## src/rtl/y86_pkg.sv

```systemverilog
// y86_pkg: shared types and constants for the Y86 pipeline memory path.
package y86_pkg;

    typedef enum logic [2:0] {
        S_IDLE,
        S_F_BEAT0,
        S_F_BEAT1,
        S_M_ACC,
        S_DONE_F,
        S_DONE_M
    } arb_state_e;

    typedef enum logic {GRANT_F, GRANT_M} grant_e;

    localparam logic [3:0] IHALT   = 4'h0;
    localparam logic [3:0] IMRMOVQ = 4'h5;
    localparam logic [3:0] IJXX    = 4'h7;
    localparam logic [3:0] IRET    = 4'h9;
    localparam logic [3:0] IPOPQ   = 4'hB;

    localparam logic [3:0] SAOK = 4'b1000;
    localparam logic [3:0] SHLT = 4'b0100;
    localparam logic [3:0] SADR = 4'b0010;
    localparam logic [3:0] SINS = 4'b0001;

    // 65-bit sum so an access wrapping past 2^64 is also out of range
    function automatic logic range_err(input logic [63:0] addr, input logic [64:0] len,
                                       input logic [64:0] limit);
        return ({1'b0, addr} + len) > limit;
    endfunction

endpackage

```

## src/rtl/mem_watchdog.sv

```systemverilog
// mem_watchdog: counts cycles spent waiting on memory; expired on the last allowed cycle.
module mem_watchdog #(
    parameter int TIMEOUT = 255
) (
    input  logic clk,
    input  logic rst_n,
    input  logic clr,
    input  logic en,
    output logic expired
);
    logic [15:0] cnt_q, cnt_d;

    always_comb cnt_d = clr ? 16'd0 : en ? cnt_q + 16'd1 : cnt_q;

    always_ff @(posedge clk or negedge rst_n) begin
        if (!rst_n) cnt_q <= 16'd0;
        else        cnt_q <= cnt_d;
    end

    assign expired = en && (cnt_q == 16'(TIMEOUT - 1));
endmodule

```

## src/rtl/mem_port_arbiter.sv

```systemverilog
// mem_port_arbiter: shares one memory port between two-beat fetches and data accesses.
module mem_port_arbiter
    import y86_pkg::*;
#(
    parameter int MEM_BYTES = 8192,
    parameter int TIMEOUT   = 255
) (
    input  logic        clk,
    input  logic        rst_n,
    input  logic        f_req,
    input  logic [63:0] f_addr,
    output logic        f_done,
    output logic [79:0] f_instr,
    output logic        f_err,
    input  logic        m_req,
    input  logic        m_we,
    input  logic [63:0] m_addr,
    input  logic [63:0] m_wdata,
    output logic        m_done,
    output logic [63:0] m_rdata,
    output logic        m_err,
    output logic        f_stall_mem,
    output logic        m_stall_mem,
    output logic        mem_req,
    output logic        mem_we,
    output logic [63:0] mem_addr,
    output logic [63:0] mem_wdata,
    input  logic        mem_ack,
    input  logic [63:0] mem_rdata,
    input  logic        mem_err
);
    arb_state_e  state_q, state_d;
    grant_e      last_q, last_d;
    logic [79:0] instr_q, instr_d;
    logic [63:0] rdata_q, rdata_d;
    logic        ferr_q, ferr_d, merr_q, merr_d;
    logic        f_oob, m_oob, m_win, expired;

    assign f_oob = range_err(f_addr, 65'd10, 65'(MEM_BYTES));
    assign m_oob = range_err(m_addr, 65'd8, 65'(MEM_BYTES));
    // Round-robin on collision: data wins unless data had the previous grant
    assign m_win = m_req && (!f_req || last_q == GRANT_F);

    mem_watchdog #(.TIMEOUT(TIMEOUT)) u_wdog (
        .clk    (clk),
        .rst_n  (rst_n),
        .clr    (!mem_req || mem_ack),
        .en     (mem_req),
        .expired(expired)
    );

    always_ff @(posedge clk or negedge rst_n) begin
        if (!rst_n) begin
            state_q <= S_IDLE;
            last_q  <= GRANT_F;
            instr_q <= '0;
            rdata_q <= '0;
            ferr_q  <= 1'b0;
            merr_q  <= 1'b0;
        end else begin
            state_q <= state_d;
            last_q  <= last_d;
            instr_q <= instr_d;
            rdata_q <= rdata_d;
            ferr_q  <= ferr_d;
            merr_q  <= merr_d;
        end
    end

    always_comb begin
        state_d = state_q;
        last_d  = last_q;
        instr_d = instr_q;
        rdata_d = rdata_q;
        ferr_d  = ferr_q;
        merr_d  = merr_q;
        case (state_q)
            S_IDLE: begin
                if (m_win) begin
                    last_d  = GRANT_M;
                    merr_d  = m_oob;
                    rdata_d = '0;
                    state_d = m_oob ? S_DONE_M : S_M_ACC;
                end else if (f_req) begin
                    last_d  = GRANT_F;
                    ferr_d  = f_oob;
                    instr_d = '0;
                    state_d = f_oob ? S_DONE_F : S_F_BEAT0;
                end
            end
            S_F_BEAT0: begin
                if (mem_ack) begin
                    ferr_d  = mem_err;
                    instr_d[63:0] = mem_err ? instr_q[63:0] : mem_rdata;
                    state_d = mem_err ? S_DONE_F : S_F_BEAT1;
                end else if (expired) begin
                    ferr_d  = 1'b1;
                    state_d = S_DONE_F;
                end
            end
            S_F_BEAT1: begin
                if (mem_ack) begin
                    ferr_d  = mem_err;
                    instr_d[79:64] = mem_err ? instr_q[79:64] : mem_rdata[15:0];
                    state_d = S_DONE_F;
                end else if (expired) begin
                    ferr_d  = 1'b1;
                    state_d = S_DONE_F;
                end
            end
            S_M_ACC: begin
                if (mem_ack) begin
                    merr_d  = mem_err;
                    rdata_d = (m_we || mem_err) ? rdata_q : mem_rdata;
                    state_d = S_DONE_M;
                end else if (expired) begin
                    merr_d  = 1'b1;
                    state_d = S_DONE_M;
                end
            end
            default: state_d = S_IDLE;
        endcase
    end

    always_comb begin
        mem_req     = state_q inside {S_F_BEAT0, S_F_BEAT1, S_M_ACC};
        mem_we      = (state_q == S_M_ACC) && m_we;
        mem_addr    = state_q == S_F_BEAT0 ? f_addr :
                      state_q == S_F_BEAT1 ? f_addr + 64'd8 :
                      state_q == S_M_ACC   ? m_addr : 64'd0;
        mem_wdata   = (state_q == S_M_ACC) ? m_wdata : 64'd0;
        f_done      = state_q == S_DONE_F;
        m_done      = state_q == S_DONE_M;
        f_stall_mem = f_req && !f_done;
        m_stall_mem = m_req && !m_done;
    end

    assign f_instr = instr_q;
    assign f_err   = ferr_q;
    assign m_rdata = rdata_q;
    assign m_err   = merr_q;
endmodule
```

## config.mk

```make
export PLATFORM = sky130hd
export DESIGN_NAME = mem_port_arbiter
export DESIGN_NICKNAME = d
export VERILOG_FILES = /design/src/rtl/y86_pkg.sv /design/src/rtl/mem_watchdog.sv /design/src/rtl/mem_port_arbiter.sv
export SDC_FILE = /design/constraint.sdc
export NUM_CORES = 1
export LEC_CHECK = 0
export CORE_AREA = 2 2 211 213
export DETAILED_ROUTE_END_ITERATION = 12
export DIE_AREA = 0 0 213 215
export GPL_TIMING_DRIVEN = 0
export HOLD_SLACK_MARGIN = 0.03
export PLACE_DENSITY = 0.63
export SYNTH_ARGS = -nofsm -noshare
export SYNTH_HDL_FRONTEND = slang
export SYNTH_SLANG_ARGS = --single-unit
```

## constraint.sdc

```tcl
create_clock -name clk -period 5.8 [get_ports clk]
set_clock_uncertainty 0.15 [all_clocks]
set_input_delay 0.87 -clock clk [delete_from_list [all_inputs] [get_ports clk]]
set_output_delay 0.87 -clock clk [all_outputs]
set_load 0.02 [all_outputs]
```

==> Implementation_results.wiki <==
{| class="wikitable"
! Metric !! Value
|-
| Largest fanout on the critical path || 5
|-
| CP required || 4.78 ns
|-
| Total of max-cap violations || 0
|-
| Core region area || 43,600 µm²
|-
| Remaining Overflow, GRT || 0
|-
| Final design instance area without fill || 19,200 µm²
|-
| Number of max-slew violations in the final report || 0
|-
| Combinational cell fraction of total power || 42.8%
|-
| Clock-pin slew of the registers on the worst-case setup and hold paths || 0.06 ns
|-
| Routed length per placed instance || 25.9 µm
|-
| Net count reported at finish || 2,469
|-
| Crit path from || f_addr[12]
|-
| Maximum clock path buffer count || 2
|-
| Part of the power in registers || 30.5%
|-
| Area share of the leading cell type in the synthesized netlist || 32.8%
|-
| Fin crit period || 5.86 ns
|-
| Cell type contributing the most total cell area after synthesis || sky130_fd_sc_hd__dfrtp_1
|-
| Number of CTS-inserted buffers || 17
|-
| Core Rows || 77
|-
| Final antenna-violating net count || 0
|-
| DRC marker count from the first detailed-route iteration || 2,165
|-
| Crit path DAT || 4.84 ns
|-
| Clock tree from TritonCTS || yes
|-
| Vertical die dimension || 215 µm
|-
| DR vias || 16.4k
|-
| Share of synthesized registers carrying an async set or reset || 100%
|-
| Number of endpoints failing setup at the final stage || 2
|-
| Total Power || 4.44 mW
|-
| Number of distinct standard cells referenced by the synthesized netlist || 82
|-
| Critical path type || in2out
|-
| Gp weighted congestion || 1.07
|-
| Yosys warning count || 0
|-
| Post-synthesis sequential element count || 166
|-
| Endpoint class of the critical path || output port
|-
| Area Growth Syn to Fin || 51.7%
|-
| Violated checks || negative setup slack
|-
| I/O Pins || 543
|-
| Launch instance of the worst register-to-register path || state_q[1]$_DFFE_PN0P_
|-
| Synthesized cell area || 12,700 µm²
|-
| Placed standard-cell area || 18,500 µm²
|-
| Primary FF master, synth || sky130_fd_sc_hd__dfrtp_1
|-
| Final hold violations || 0
|-
| Via count of the first global-routing pass || 15.5k
|-
| Number of flops mapped to enable cells by yosys || 0
|-
| Nets in the synthesized netlist || 1,941
|-
| Final period util || 101%
|-
| Initial Util || 29.0%
|-
| Worst slack, placed || -0.563 ns
|-
| Clock sink count || 166
|-
| Actual slew at the worst max-slew pin || 1.15 ns
|-
| Setup Total Neg Slack || -0.0807 ns
|-
| GR met2 Demand/Resource || 47.1%
|-
| Number of port buffers || 506
|-
| First-pass GRT wire length || 105 mm
|-
| Highest achievable clock rate || 171 MHz
|-
| Cell count after synthesis || 1,672
|-
| Max H-tree Level || 4
|-
| Cell area power density || 231 nW/µm²
|-
| Slew HR || 22.7%
|-
| Die outline area || 45,800 µm²
|-
| Avg Synthesized Cell Area || 7.57 µm²
|-
| Layer carrying the most global-route usage || met2
|-
| Count leader, synth || sky130_fd_sc_hd__nand2_1
|-
| Peak supply drop || 0.239 mV
|-
| Total routing resource utilization after global routing || 30.9%
|-
| Internal power || 2.70 mW
|-
| Status || finished, violations left
|-
| Post-route DRC || 0
|-
| Setup ws final || -0.0627 ns
|-
| Hold Crit Class || in2async
|-
| Clock root cell || sky130_fd_sc_hd__clkbuf_16
|-
| Estimated wirelength of the detail-placed design || 58.5 mm
|-
| Largest net degree at the start of global routing || 118
|-
| Switch Pwr || 1.74 mW
|-
| Routed wire length || 72.9 mm
|-
| Fraction of final layout cells sized beyond drive strength 1 || 3.84%
|-
| Insertion delay to the later sink of the worst-skew pair || 0.42 ns
|-
| Portion of total power attributed to the clock network || 26.7%
|-
| Launching element type of the critical path || input pin
|-
| Initial antenna violation count || 10
|-
| Final cell utilization of the core || 44.0%
|-
| GR Layer Usage met1 || 40.2%
|-
| Post-synthesis sequential area ratio || 32.8%
|-
| Routing usage on met3 || 7.99%
|-
| Initial DRT Pass Iterations || 6
|-
| Average via count per standard cell || 5.84
|-
| Leakage power summed over all cells || 7.08 nW
|-
| Leading post-synthesis cells by cell area || sky130_fd_sc_hd__dfrtp_1 (33%), sky130_fd_sc_hd__nand2_1 (7.7%), sky130_fd_sc_hd__o21ai_0 (6.3%), sky130_fd_sc_hd__a22o_1 (4.9%), sky130_fd_sc_hd__and2_1 (3.9%)
|-
| Share of total power consumed by net switching || 39.2%
|-
| Die Width || 213 µm
|-
| Top post-synthesis cells by count || sky130_fd_sc_hd__nand2_1 (259), sky130_fd_sc_hd__dfrtp_1 (166), sky130_fd_sc_hd__o21ai_0 (159), sky130_fd_sc_hd__clkbuf_1 (120), sky130_fd_sc_hd__nor2_1 (110)
|}
## what timing repair did
item / CTS / global route
hold buffers: 0 / 0
pin swaps: 3 / 1
resized for setup: 9 / 12
setup endpoints to repair: 11 / 10
buffers inserted: 1 / 1
gates cloned: 0 / 0
## worst paths after layout
kind | to | slack (ns) | cells past startpoint
max in group asynchronous | f_instr[15]$_DFFE_PN0P_ | 4.38 | 2
worst max-delay path | mem_addr[56] | -0.06 | 11
min in group clk | f_instr[5]$_DFFE_PN0P_ | 0.35 | 1
worst max register to register | f_instr[69]$_DFFE_PN0P_ | 2.37 | 7
worst min register to register | f_instr[5]$_DFFE_PN0P_ | 0.35 | 1
worst min-delay path | f_instr[45]$_DFFE_PN0P_ | 0.20 | 1
## stage by stage
step	hold slack (ns)	instances
global placement	0.336	2770
floorplan	0.317	1672
global route	0.200	2809
finish	0.195	2809
CTS	0.197	2803
detailed placement	0.342	2771
## power groups by stage
stage,Combinational [mW],Sequential (mW),Clock (mW)
4_1_cts,1.87,1.35,1.20
3_5_place_dp,1.86,1.37,0
3_3_place_gp,1.85,1.37,0
2_1_floorplan,0.745,1.49,0
5_1_grt,1.99,1.37,1.26
6_report,1.90,1.35,1.19
## layer usage
| metal | share of wire (%) | wire length, µm |
|---|---|---|
| met1 | 39 | 28700 |
| met2 | 44 | 31900 |
| met3 | 11 | 7990 |
| met4 | 5.8 | 4210 |
| met5 | 0.066 | 48 |
## area by class of cell
| cell class | count | area, µm² |
|---|---|---|
| Multi-Input combinational cell | 1339 | 7930 |
| Buffer | 134 | 523 |
| Tap cell | 592 | 741 |
| Fill cell | 4377 | 24400 |
| Sequential cell | 166 | 4150 |
| Clock buffer | 20 | 457 |
| Inverter | 33 | 124 |
| Antenna cell | 5 | 12.5 |
| Timing Repair Buffer | 509 | 5110 |
| Clock inverter | 11 | 149 |
## cell usage in the layout (no fill, tap or decap), types with 68 or more instances in the layout
cell / Yosys / routed
sky130_fd_sc_hd__clkdlybuf4s50_1: 0 / 502
sky130_fd_sc_hd__clkbuf_1: 120 / 116
sky130_fd_sc_hd__and2_1: 78 / 77
sky130_fd_sc_hd__dfrtp_1: 166 / 166
sky130_fd_sc_hd__o21ai_0: 159 / 159
sky130_fd_sc_hd__nor2_1: 110 / 110
sky130_fd_sc_hd__a22o_1: 71 / 71
sky130_fd_sc_hd__nor3_1: 71 / 68
sky130_fd_sc_hd__nand2_1: 259 / 259
sky130_fd_sc_hd__nand3_1: 77 / 76
sky130_fd_sc_hd__nand4_1: 72 / 72
## logic make-up after synthesis
group / count (synthesis) / share of synthesized area, %
AND/OR/NAND/NOR: 840 / 34.2
AO/OA/AOI/OAI: 429 / 22.8
buffers and inverters: 167 / 5.06
flip-flops: 166 / 32.8
XOR/XNOR: 54 / 3.74
multiplexers: 10 / 0.830
adder cells (fa/ha/maj): 6 / 0.593
## registers in the layout (all words and copies together) (netlist names)
signal and flops:
f_err 1, f_instr 80, last_q 1, m_err 1
m_rdata 64, state_q 3, u_wdog.cnt_q 16
## critical path, stage by stage
cell	delay, ns
sky130_fd_sc_hd__dlygate4sd2_1	0.50
sky130_fd_sc_hd__nand4_1	0.35
sky130_fd_sc_hd__nor4_4	0.44
sky130_fd_sc_hd__and3_1	0.31
sky130_fd_sc_hd__and2_2	0.30
sky130_fd_sc_hd__nand2_1	0.24
sky130_fd_sc_hd__or4_1	0.58
sky130_fd_sc_hd__o31ai_1	0.24
sky130_fd_sc_hd__a22oi_1	0.12
sky130_fd_sc_hd__nor2_1	0.23
sky130_fd_sc_hd__clkdlybuf4s50_1	0.65
(Power assumes the default switching activity.)
